## src/rtl/mc_control_fsm_pkg.sv

```systemverilog
// Shared constants for the multi-cycle sequencer: RV32I opcodes, state encodings
// and the datapath select values used by the PC mux, register write mux and ALU control.
package mc_control_fsm_pkg;

  localparam logic [6:0] OP_ARITH     = 7'b0110011;
  localparam logic [6:0] OP_ARITH_IMM = 7'b0010011;
  localparam logic [6:0] OP_LOAD      = 7'b0000011;
  localparam logic [6:0] OP_STORE     = 7'b0100011;
  localparam logic [6:0] OP_BRANCH    = 7'b1100011;
  localparam logic [6:0] OP_JAL       = 7'b1101111;
  localparam logic [6:0] OP_JALR      = 7'b1100111;
  localparam logic [6:0] OP_ECALL     = 7'b1110011;

  localparam logic [2:0] S_IF   = 3'd0;
  localparam logic [2:0] S_ID   = 3'd1;
  localparam logic [2:0] S_EX   = 3'd2;
  localparam logic [2:0] S_MEM  = 3'd3;
  localparam logic [2:0] S_WB   = 3'd4;
  localparam logic [2:0] S_HALT = 3'd5;

  localparam logic [1:0] PC_SRC_PC4    = 2'd0;
  localparam logic [1:0] PC_SRC_ALU    = 2'd1;
  localparam logic [1:0] PC_SRC_ALUOUT = 2'd2;

  localparam logic [1:0] REG_SRC_ALUOUT = 2'd0;
  localparam logic [1:0] REG_SRC_MDR    = 2'd1;
  localparam logic [1:0] REG_SRC_PC4    = 2'd2;

  localparam logic [1:0] ALU_OP_ADD    = 2'd0;
  localparam logic [1:0] ALU_OP_FUNCT  = 2'd1;
  localparam logic [1:0] ALU_OP_BRANCH = 2'd2;

  // Opcodes that need an EX cycle; anything else is ECALL or illegal and retires in ID.
  function automatic logic needs_ex(input logic [6:0] op);
    return (op == OP_ARITH) || (op == OP_ARITH_IMM) || (op == OP_LOAD) ||
           (op == OP_STORE) || (op == OP_BRANCH) || (op == OP_JAL) || (op == OP_JALR);
  endfunction

endpackage

```

## src/rtl/mc_control_fsm.sv

```systemverilog
// Multi-cycle RV32I control sequencer: one state register, one next-state block
// and one combinational output block driving the datapath enables and selects.
module mc_control_fsm
  import mc_control_fsm_pkg::*;
#(
  parameter int OPCODE_W = 7
) (
  input  logic                clk,
  input  logic                reset,
  input  logic [OPCODE_W-1:0] part_of_inst,
  input  logic                bcond,
  input  logic                halt_req,
  input  logic                mem_ready,
  output logic                pc_write,
  output logic [1:0]          pc_source,
  output logic                ir_write,
  output logic                i_or_d,
  output logic                mem_read,
  output logic                mem_write,
  output logic                reg_write,
  output logic [1:0]          reg_src,
  output logic                alu_src_a,
  output logic                alu_src_b,
  output logic [1:0]          alu_op,
  output logic                is_halted,
  output logic [2:0]          state
);

  logic [2:0] state_q;
  logic [2:0] state_d;
  logic [6:0] opcode;

  assign opcode = part_of_inst[6:0];
  assign state  = state_q;

  always_ff @(posedge clk or posedge reset) begin
    if (reset) begin
      state_q <= S_IF;
    end else begin
      state_q <= state_d;
    end
  end

  always_comb begin
    state_d = state_q;
    case (state_q)
      S_IF:   if (mem_ready) state_d = S_ID;
      S_ID: begin
        if (needs_ex(opcode))                      state_d = S_EX;
        else if ((opcode == OP_ECALL) && halt_req) state_d = S_HALT;
        else                                       state_d = S_IF;
      end
      S_EX: begin
        if ((opcode == OP_ARITH) || (opcode == OP_ARITH_IMM))   state_d = S_WB;
        else if ((opcode == OP_LOAD) || (opcode == OP_STORE))   state_d = S_MEM;
        else                                                    state_d = S_IF;
      end
      S_MEM: begin
        if (mem_ready) state_d = (opcode == OP_LOAD) ? S_WB : S_IF;
      end
      S_WB:   state_d = S_IF;
      S_HALT: state_d = S_HALT;
      default: state_d = S_IF;
    endcase
  end

  always_comb begin
    pc_write  = 1'b0;
    pc_source = PC_SRC_PC4;
    ir_write  = 1'b0;
    i_or_d    = 1'b0;
    mem_read  = 1'b0;
    mem_write = 1'b0;
    reg_write = 1'b0;
    reg_src   = REG_SRC_ALUOUT;
    alu_src_a = 1'b0;
    alu_src_b = 1'b0;
    alu_op    = ALU_OP_ADD;
    is_halted = 1'b0;
    case (state_q)
      S_IF: begin
        mem_read = 1'b1;
        ir_write = mem_ready;
      end
      // ALUOut captures PC+imm here so branch/JAL targets are ready in EX.
      S_ID: begin
        alu_src_b = 1'b1;
        if (!needs_ex(opcode) && !((opcode == OP_ECALL) && halt_req)) begin
          pc_write = 1'b1;
        end
      end
      S_EX: begin
        case (opcode)
          OP_ARITH: begin
            alu_src_a = 1'b1;
            alu_op    = ALU_OP_FUNCT;
          end
          OP_ARITH_IMM: begin
            alu_src_a = 1'b1;
            alu_src_b = 1'b1;
            alu_op    = ALU_OP_FUNCT;
          end
          OP_LOAD, OP_STORE: begin
            alu_src_a = 1'b1;
            alu_src_b = 1'b1;
          end
          OP_BRANCH: begin
            alu_src_a = 1'b1;
            alu_op    = ALU_OP_BRANCH;
            pc_write  = 1'b1;
            pc_source = bcond ? PC_SRC_ALUOUT : PC_SRC_PC4;
          end
          // rd gets the old PC+4: PC and register file update on the same edge.
          OP_JAL: begin
            pc_write  = 1'b1;
            pc_source = PC_SRC_ALUOUT;
            reg_write = 1'b1;
            reg_src   = REG_SRC_PC4;
          end
          OP_JALR: begin
            alu_src_a = 1'b1;
            alu_src_b = 1'b1;
            pc_write  = 1'b1;
            pc_source = PC_SRC_ALU;
            reg_write = 1'b1;
            reg_src   = REG_SRC_PC4;
          end
          default: ;
        endcase
      end
      S_MEM: begin
        i_or_d    = 1'b1;
        mem_read  = (opcode == OP_LOAD);
        mem_write = (opcode == OP_STORE);
        pc_write  = (opcode == OP_STORE) && mem_ready;
      end
      S_WB: begin
        reg_write = 1'b1;
        reg_src   = (opcode == OP_LOAD) ? REG_SRC_MDR : REG_SRC_ALUOUT;
        pc_write  = 1'b1;
      end
      S_HALT: is_halted = 1'b1;
      default: ;
    endcase

    // The state register already reads IF during reset; keep IF from issuing a fetch.
    if (reset) begin
      pc_write  = 1'b0;
      pc_source = PC_SRC_PC4;
      ir_write  = 1'b0;
      i_or_d    = 1'b0;
      mem_read  = 1'b0;
      mem_write = 1'b0;
      reg_write = 1'b0;
      reg_src   = REG_SRC_ALUOUT;
      alu_src_a = 1'b0;
      alu_src_b = 1'b0;
      alu_op    = ALU_OP_ADD;
      is_halted = 1'b0;
    end
  end

endmodule

```

## config.mk

```make
export PLATFORM = sky130hd
export DESIGN_NAME = mc_control_fsm
export DESIGN_NICKNAME = d
export VERILOG_FILES = /design/src/rtl/mc_control_fsm_pkg.sv /design/src/rtl/mc_control_fsm.sv
export SDC_FILE = /design/constraint.sdc
export NUM_CORES = 1
export LEC_CHECK = 0
export CORE_MARGIN = 1
export CORE_UTILIZATION = 35
export CTS_BUF_LIST = sky130_fd_sc_hd__clkbuf_8
export DETAILED_ROUTE_END_ITERATION = 8
export PLACE_DENSITY = 0.78
export SKIP_CTS_REPAIR_TIMING = 1
export SLEW_MARGIN = 30
export SYNTH_ARGS = -nofsm -noshare
export SYNTH_HDL_FRONTEND = slang
export SYNTH_SLANG_ARGS = --single-unit
```

## constraint.sdc

```tcl
create_clock -name clk -period 5.1 [get_ports clk]
set_clock_uncertainty 0.05 [all_clocks]
set_input_delay 1.02 -clock clk [delete_from_list [all_inputs] [get_ports clk]]
set_output_delay 1.02 -clock clk [all_outputs]
set_load 0.005 [all_outputs]
```

==> impl_metrics.yaml <==
outcome:
  status: "finished, final reports clean"
global_route:
  grt_max_degree: 17
  grt_pass1_vias: 570
  grt_usage_pct: 24.8
  antenna_found_initial: 0
  grt_pass1_wl_um: 2610
  overflow: 0
yosys:
  syn_nets: 88
  synth_top_area_cell: "dfrtp_1"
  syn_inst: 76
  async_flop_share_pct: 100
  ys.flop_type: "dfrtp_1"
  synth_most_common_cell: "nor2_1"
  synthTopCellsByCount: "15 x nor2_1, 7 x a21oi_1, 6 x nand2_1, 6 x nor3_1"
  yosysUniqueCellTypes: 29
  ys_seq_elements: 3
  synth_top_cell_area_share_pct: 14.5
  synth-edff-count: 0
  yosysWarnings: 0
  synth_area_leaders: "dfrtp_1 14%, nor2_1 11%, a21oi_1 6.7%"
  synth_area_um2: 519
  postSynthAreaPerCell_um2: 6.83
  yosysSeqAreaShare_pct: 14.5
critical_path:
  crit_path_start_kind: "input port"
  critPathSlowestCell: "or3_1"
  reg2regPathDepth: 2
  crit_fanout: 7
  cp-end-kind: "output port"
  crit_required_ns: 4.03
  cp_cell_sequence: "clkdlybuf4s50_1, or2_1, or3_1, nor4_4, clkdlybuf4s50_1"
  critical_path_class: "in2out"
  cp.arrival_ns: 3.06
  critPathMostFrequentCell: "clkdlybuf4s50_1"
  critPathMaxStageDelay_ns: 0.54
run:
  max_cap_violations: 0
sta:
  drv_slew: 0
  fin_setup_tns_ns: 0
  max_slew_margin_pct: 70.0
  max_freq_ghz: 0.242
  hold_viol: 0
  grt_setup_unrepaired: "false"
  setup_viol: 0
  whs_ns: 0.603
  worst_pin_slew_ns: 0.449
  fin_crit_ns: 4.13
  finalCritPeriodShare_pct: 80.9
place:
  hpwl_um: 1280
  finalWeightedCongestion: 0.892
  port_buffers: 29
  placed_area_um2: 802
cells_and_area:
  design_area_um2: 847
  finalNetCount: 119
  syn_to_final_growth_pct: 63.1
  diodes: 0
  drive_gt1_share_pct: 9.43
  postLayoutCoreUtil_pct: 63.5
  largest_reg_flops: 3
floorplan:
  start_util_pct: 38.9
  row_count: 13
  die_h_um: 40.5
  pin_count: 30
  die-area_um2: 1640
  die_w_um: 40.5
  core_um2: 1330
min_path:
  hold_path_class: "reg2reg"
  min_path_cells: 1
clock_network:
  htree_levels: 1
  root_buffer: "clkbuf_8"
  cts_tree: "built"
  clock_sinks: 3
  insertion_delay_ns: 0.23
  cts_buffers: 3
  clkSlewWorstSetupHoldPaths_ns: 0.03
  clock_path_buffers: 2
pwr:
  power_density_nw_per_um2: 162
  total_power_w: 0.000137
  power_leakage_nw: 0.286
  ir_worst_vdd_uv: 114
drt:
  drt_iter0_markers: 26
  avgRoutedWirePerCell_um: 14.1
  wl_met1_um: 781
  firstDrtPassIters: 4
  drt-total-wl_um: 1710
  vias_per_cell: 5.72
  ant_nets: 0
  route.detailed.drc: 0
  dr_wl_met2_um: 753
  highest_layer: "met4"
  vias: 692
  dr_wl_met3_um: 131
## kinds of logic (layout without fill, tap and decap cells)
kind of cell	after synthesis	in the layout	share of synthesized area [%]
and+or+nand+nor	49	49	56.1
DFF	3	3	14.5
AOI/OAI and AO/OA	16	16	20.7
buffers and inverters	8	38	8.67
## layout make-up
class	instances	area, µm²
fillers	128	487
clock buffers	3	41.3
repair buffers	29	290
clock inverters	1	3.75
multi-input cells	65	399
flip-flops and latches	3	75.1
well taps	15	18.8
inverters	5	18.8
## stage by stage
stage	setup WS, ns	std cells
finish	0.973	121
global route	0.892	121
CTS	0.982	121
detailed placement	0.989	117
global placement	1.01	117
floorplan	2.09	76
## critical path: cells and delay by family
| family | cells | cell delay [ns] |
|---|---|---|
| AND/OR/NAND/NOR | 3 | 1.06 |
| buffers and inverters | 2 | 0.98 |
## power breakdown
group          switching [W]  leakage, nW  internal [W]   total, W
combinational      0.0000179        0.219     0.0000199  0.0000378
sequential        0.00000323       0.0404     0.0000248  0.0000280
clock              0.0000195       0.0269     0.0000516  0.0000711
## path summary, 6_finish.rpt
| path | from | endpoint | slack [ns] |
|---|---|---|---|
| worst max-delay path | reset | alu_op[1] | 0.97 |
| min in group asynchronous | reset | state[2]$_DFFE_PP0P_ | 1.00 |
| worst min register to register | state[2]$_DFFE_PP0P_ | state[1]$_DFFE_PP0P_ | 0.60 |
| worst max register to register | state[0]$_DFFE_PP0P_ | state[1]$_DFFE_PP0P_ | 3.86 |
| max in group asynchronous | reset | state[0]$_DFFE_PP0P_ | 3.84 |
| worst min-delay path | state[2]$_DFFE_PP0P_ | state[1]$_DFFE_PP0P_ | 0.60 |
## placed cells by master, fill, tap and decap left out, types with 2 or more instances in the layout
cell type,n
clkdlybuf4s50_1,29
nor2_1,15
a21oi_1,7
nand2_1,6
nor3_1,6
inv_1,6
nand2b_1,5
clkbuf_8,3
dfrtp_1,3
o211ai_1,2
nand3_1,2
nor4_1,2
or2_2,2
nor3_2,2
nand4_1,2
## per-layer routing
| metal | up-vias | track usage [%] |
|---|---|---|
| li1 | 340 | - |
| met1 | 316 | 29.3 |
| met2 | 32 | 38.9 |
| met3 | 4 | 10.6 |
| met4 | 0 | 10.0 |
| met5 | - | 0 |
Power figures use the tool's default switching activity.
